File: config.mk
export PLATFORM = sky130hd
export DESIGN_NAME = onehot_stream_encoder
export DESIGN_NICKNAME = d
export VERILOG_FILES = /design/src/rtl/onehot_pkg.sv /design/src/rtl/onehot_stream_encoder.sv
export SDC_FILE = /design/constraint.sdc
export NUM_CORES = 1
export LEC_CHECK = 0
export CAP_MARGIN = 20
export CORE_AREA = 2 2 39 41
export CTS_BUF_LIST = sky130_fd_sc_hd__clkbuf_8
export DETAILED_ROUTE_END_ITERATION = 10
export DIE_AREA = 0 0 41 43
export SYNTH_ARGS = -nofsm -noshare
export SYNTH_HDL_FRONTEND = slang
export SYNTH_SLANG_ARGS = --single-unit
File: constraint.sdc
create_clock -name clk -period 3.3 [get_ports clk]
set_input_delay 0.66 -clock clk [delete_from_list [all_inputs] [get_ports clk]]
set_output_delay 0.66 -clock clk [all_outputs]
set_load 0.05 [all_outputs]
File: src/rtl/onehot_pkg.sv
// Shared types and helpers for the one-hot stream encoder and its argmax counterpart.
// Holds the encoder state type, the default element values and the index-width function.
package onehot_pkg;

    typedef enum logic {
        IDLE,
        EMIT
    } enc_state_t;

    localparam int DEF_ON_VAL  = 1;
    localparam int DEF_OFF_VAL = 0;

    // Index/counter width for a vector of 'values' classes; never narrower than one bit.
    function automatic int CNT_W(input int values);
        return (values > 2) ? $clog2(values) : 1;
    endfunction

endpackage

File: src/rtl/onehot_stream_encoder.sv
// Turns one class index per handshake into a serial one-hot vector of VALUES signed elements.
// Outputs come only from registered state, so there is no path from in_* to out_*.
module onehot_stream_encoder
    import onehot_pkg::*;
#(
    parameter int VALUES    = 3,
    parameter int DATA_SIZE = 8,
    parameter int ON_VAL    = DEF_ON_VAL,
    parameter int OFF_VAL   = DEF_OFF_VAL
) (
    input  logic                         clk,
    input  logic                         rst_n,
    input  logic [CNT_W(VALUES)-1:0]     in_index,
    input  logic                         in_valid,
    output logic                         in_ready,
    output logic signed [DATA_SIZE-1:0]  out_data,
    output logic                         out_valid,
    input  logic                         out_ready,
    output logic                         out_last,
    output logic                         err
);

    localparam int CW = CNT_W(VALUES);
    localparam logic [CW-1:0] LAST_CNT = CW'(VALUES - 1);
    localparam logic signed [DATA_SIZE-1:0] ON_D  = DATA_SIZE'(ON_VAL);
    localparam logic signed [DATA_SIZE-1:0] OFF_D = DATA_SIZE'(OFF_VAL);

    enc_state_t     state_q, state_d;
    logic [CW-1:0]  cnt_q, cnt_d;
    logic [CW-1:0]  idx_q, idx_d;
    logic           err_q, err_d;

    logic lastBeat;
    logic accept;
    logic outOfRange;

    // The extra bit lets VALUES itself be represented when VALUES is a power of two.
    assign outOfRange = ({1'b0, in_index} >= (CW + 1)'(VALUES));
    assign lastBeat   = (state_q == EMIT) && (cnt_q == LAST_CNT);
    assign in_ready   = (state_q == IDLE) || (lastBeat && out_ready);
    assign accept     = in_valid && in_ready;
    assign err_d      = accept && outOfRange;

    always_ff @(posedge clk or negedge rst_n) begin
        if (!rst_n) begin
            state_q <= IDLE;
            cnt_q   <= '0;
            idx_q   <= '0;
            err_q   <= 1'b0;
        end else begin
            state_q <= state_d;
            cnt_q   <= cnt_d;
            idx_q   <= idx_d;
            err_q   <= err_d;
        end
    end

    // An accepted last beat either chains straight into the next index or falls back to IDLE.
    always_comb begin
        state_d = state_q;
        cnt_d   = cnt_q;
        idx_d   = idx_q;
        case (state_q)
            IDLE: begin
                if (accept) begin
                    state_d = EMIT;
                    cnt_d   = '0;
                    idx_d   = in_index;
                end
            end
            EMIT: begin
                if (out_ready) begin
                    if (lastBeat) begin
                        cnt_d = '0;
                        if (accept) begin
                            idx_d = in_index;
                        end else begin
                            state_d = IDLE;
                        end
                    end else begin
                        cnt_d = cnt_q + 1'b1;
                    end
                end
            end
            default: begin
                state_d = IDLE;
                cnt_d   = '0;
            end
        endcase
    end

    // An out-of-range index can never equal cnt, so its vector comes out all OFF_VAL.
    assign out_valid = (state_q == EMIT);
    assign out_last  = lastBeat;
    assign out_data  = (out_valid && (cnt_q == idx_q)) ? ON_D : OFF_D;
    assign err       = err_q;

endmodule

==> summary by stage <==
Timing
The number of hold-slack violations in the final timing report came to 0. The setup slack of the critical path after layout is 0.3897 ns. The post-route clock period utilization is 88.19%. Setup repair after global routing left no endpoint under its margin. The final critical path time including I/O delays and setup is 2.910 ns. The tightest hold path in the finished design has a slack of roughly 0.51 ns. Setup violations remaining at the end of the flow were counted as 0. The fmax is approximately 0.34 GHz.

At the pin with the least slew margin, the transition time is 0.5014 ns. Adding up every negative setup slack in the final design gives 0 ns. The post-route clock skew is 0.002763 ns. Measured against its own limit, the worst slew margin works out to 66.47%. The final-report max-slew violation count is 0.

Place
Summed over all nets, the half-perimeter wirelength after detailed placement is 442.7 um. The pre-CTS worst setup slack is 0.4016 ns. The final weighted congestion of routability-driven global placement is 0.6398. Buffers placed on the I/O ports in this run total 10.

Global route
The via count of the first global-routing pass is 235. The total overflow reported by the global router is 0. The first global-routing pass estimated 993 um of wire. The number of antenna violations at the first check in global routing came to 0.

Entering global routing, the biggest net connects 10 pins. The aggregate global-route resource usage is under 10%.

Logic synthesis
The number of synthesis warnings is 0. The post-synth design cell area is 354.1 um^2. The number of cells produced by synthesis is 35. The fraction of the yosys area taken by sequential cells is a little over two fifths. Counting distinct cell types in the post-synthesis netlist gives 17. In this run, synthesis produced a sequential element count of 6. Averaged over all synthesized cells, the footprint is between 10 and 15 um^2.

Run
The count of max-cap constraint violations is 0.

Route
The number of optimization iterations in the first detailed-route pass is 4. The mean routed wirelength per cell is 9.333 um. The total length of routed wires is 588 um. The post-route DRC violation count is 0.

The total number of vias is between 200 and 300. For this block, the initial DRC count from the detailed router was 5. The via density per instance is 4.095. Once detail routing completed, the nets flagged for antenna violations numbered 0.

Clocking
The largest buffer count on any clock path is 2. The number of clock buffers added by TritonCTS is 3. The quantity of hold-fixing buffers added after cts is 0. CTS built an H-tree with a depth of 1. The clock transition time at the flip-flop clock pins of the worst setup and hold paths is 0.04 ns. The number of sinks on the clock net is 6. The number of gates resized after cts is 0. The clock reaches the later pin of the worst-skew pair after 0.22 ns.

The TritonCTS clock tree is done. Buffers added to address setup during post-CTS repair amount to 0. CTS placed an instance of clkbuf_8 at the clock tree root.

Layout
The share of the core filled with cells in the final layout is 35.08%. The repair_antennas step left the layout with diodes totalling 0. The most common cell after layout, fill and taps aside is clkdlybuf4s50_1. The fraction of layout cells with a size suffix above 1 is 8.511%. Compared with the post-synthesis result, the final layout area differs by 37.10%. For this run, the post-layout net count is 55. In the layout the commonest cells are 10 x clkdlybuf4s50_1, 7 x conb_1, 6 x dfrtp_1.

The count of filler cells inserted in the layout is 144.

Critical path
The required time reported for the critical path endpoint is approximately 2.6 ns. The endpoint type of the worst setup path is a primary output. The most critical setup path has its startpoint at out_ready. The worst setup path is launched from a primary input.

The type of the worst setup path is in -> out. The arrival time reported for the critical path endpoint is 2.25 ns. The worst-path maximum fanout is 5. The worst register-to-register path begins at cnt_q[0].

Die
For this configuration, the core starts out at a cell density of 25.59%. The area of the core region is 1384 um^2. From left edge to right edge, the die measures 41 um. The floorplan step defined a die boundary enclosing between 1500 and 2000 um^2. The number of core rows is 14. The die is 43 um tall. Pin placement for this block handled 18 I/O pins.

Pwr
The worst vdd rail ir drop is slightly below 0.4 mV. In this run the power density over the cells is about 1000 nW/um^2. The analysis attributes to cell leakage a power of 0.2104 nW.

Hold path
The min-delay analysis places its worst path in the category reg -> reg. In this run the most critical hold path is launched from idx_q[0].

Run status
The flow ran to the end, and the final reports show no timing, DRC or antenna violations.
## metal layers
metal  up-vias  share of wire, %  global-route usage, %  wire (um)
li1        129                 -                      -          -
met1       116                51                  11.51        300
met2        13                37                  10.00        218
met3         0                12                  5.236         69
met4         0                 0                  4.000          0
met5         -                 0                      0          0
## power by group
part | leakage, nW | switching, mW | internal [mW] | total [mW]
Sequential | 0.0723 | 0.0338 | 0.101 | 0.135
Clock | 0.0216 | 0.0280 | 0.0781 | 0.106
Combinational | 0.117 | 0.150 | 0.100 | 0.251
## worst max-delay path: stages
cell and delay [ns]:
clkdlybuf4s50_1 0.53, nand3b_1 0.14, nand2_1 0.11, clkdlybuf4s50_1 0.81
## cells by family after synthesis
| family | Yosys count | synth area share (%) |
|---|---|---|
| and+or+nand+nor | 11 | 19.43 |
| buffers and inverters | 8 | 15.90 |
| DFF | 6 | 42.40 |
| AOI/OAI and AO/OA | 5 | 9.893 |
| xor gates and xnor gates | 2 | 4.948 |
| muxes | 2 | 6.360 |
| other | 1 | 1.059 |
## cell type report
class	count	area, um^2	area share (%)
Clock buffer	3	41.29	8.505
Timing Repair Buffer	10	100.1	20.62
Inverter	1	3.754	0.7732
Multi-Input combinational cell	27	170.2	35.05
Sequential cell	6	150.1	30.93
Tap cell	16	20.02	4.124
## synthesized netlist by cell type
cell type | count | area share, %
o21ai_1 | 2 | 2.8
inv_1 | 1 | 1.1
nand2b_1 | 2 | 3.5
and3_1 | 2 | 3.5
dfrtp_1 | 6 | 42
a21boi_2 | 1 | 3.2
buf_4 | 7 | 15
nor2_1 | 1 | 1.1
nand3b_1 | 2 | 4.2
mux2_1 | 2 | 6.4
nor2b_1 | 1 | 1.8
conb_1 | 1 | 1.1
xnor2_1 | 2 | 4.9
a22o_1 | 1 | 2.5
nor3b_1 | 2 | 4.2
o21ai_0 | 1 | 1.4
nand2_1 | 1 | 1.1
## sequential cells by signal, summed over array words and instances, names as in the netlist
register,flops
err,1
cnt_q,2
out_valid,1
idx_q,2
## metrics by stage
step	total power, mW	area (um^2)	cells
2_1_floorplan	0.3216	376.6	41
3_3_place_gp	0.3894	444.2	60
3_5_place_dp	0.3878	444.2	60
4_1_cts	0.4971	485.5	63
5_1_grt	0.5234	485.5	63
6_report	0.4918	485.5	63
## path summary, 6_finish.rpt
check | endpoint | slack [ns] | cells after the start
setup / recovery | in_ready | 0.39 | 4
hold / removal | idx_q[0] | 0.51 | 1
setup reg to reg | idx_q[1] | 1.96 | 3
min in group asynchronous | cnt_q[1] | 0.69 | 1
max in group asynchronous | err | 2.40 | 1
hold reg to reg | idx_q[0] | 0.51 | 1
No activity file was read; power rests on OpenSTA's default activity.
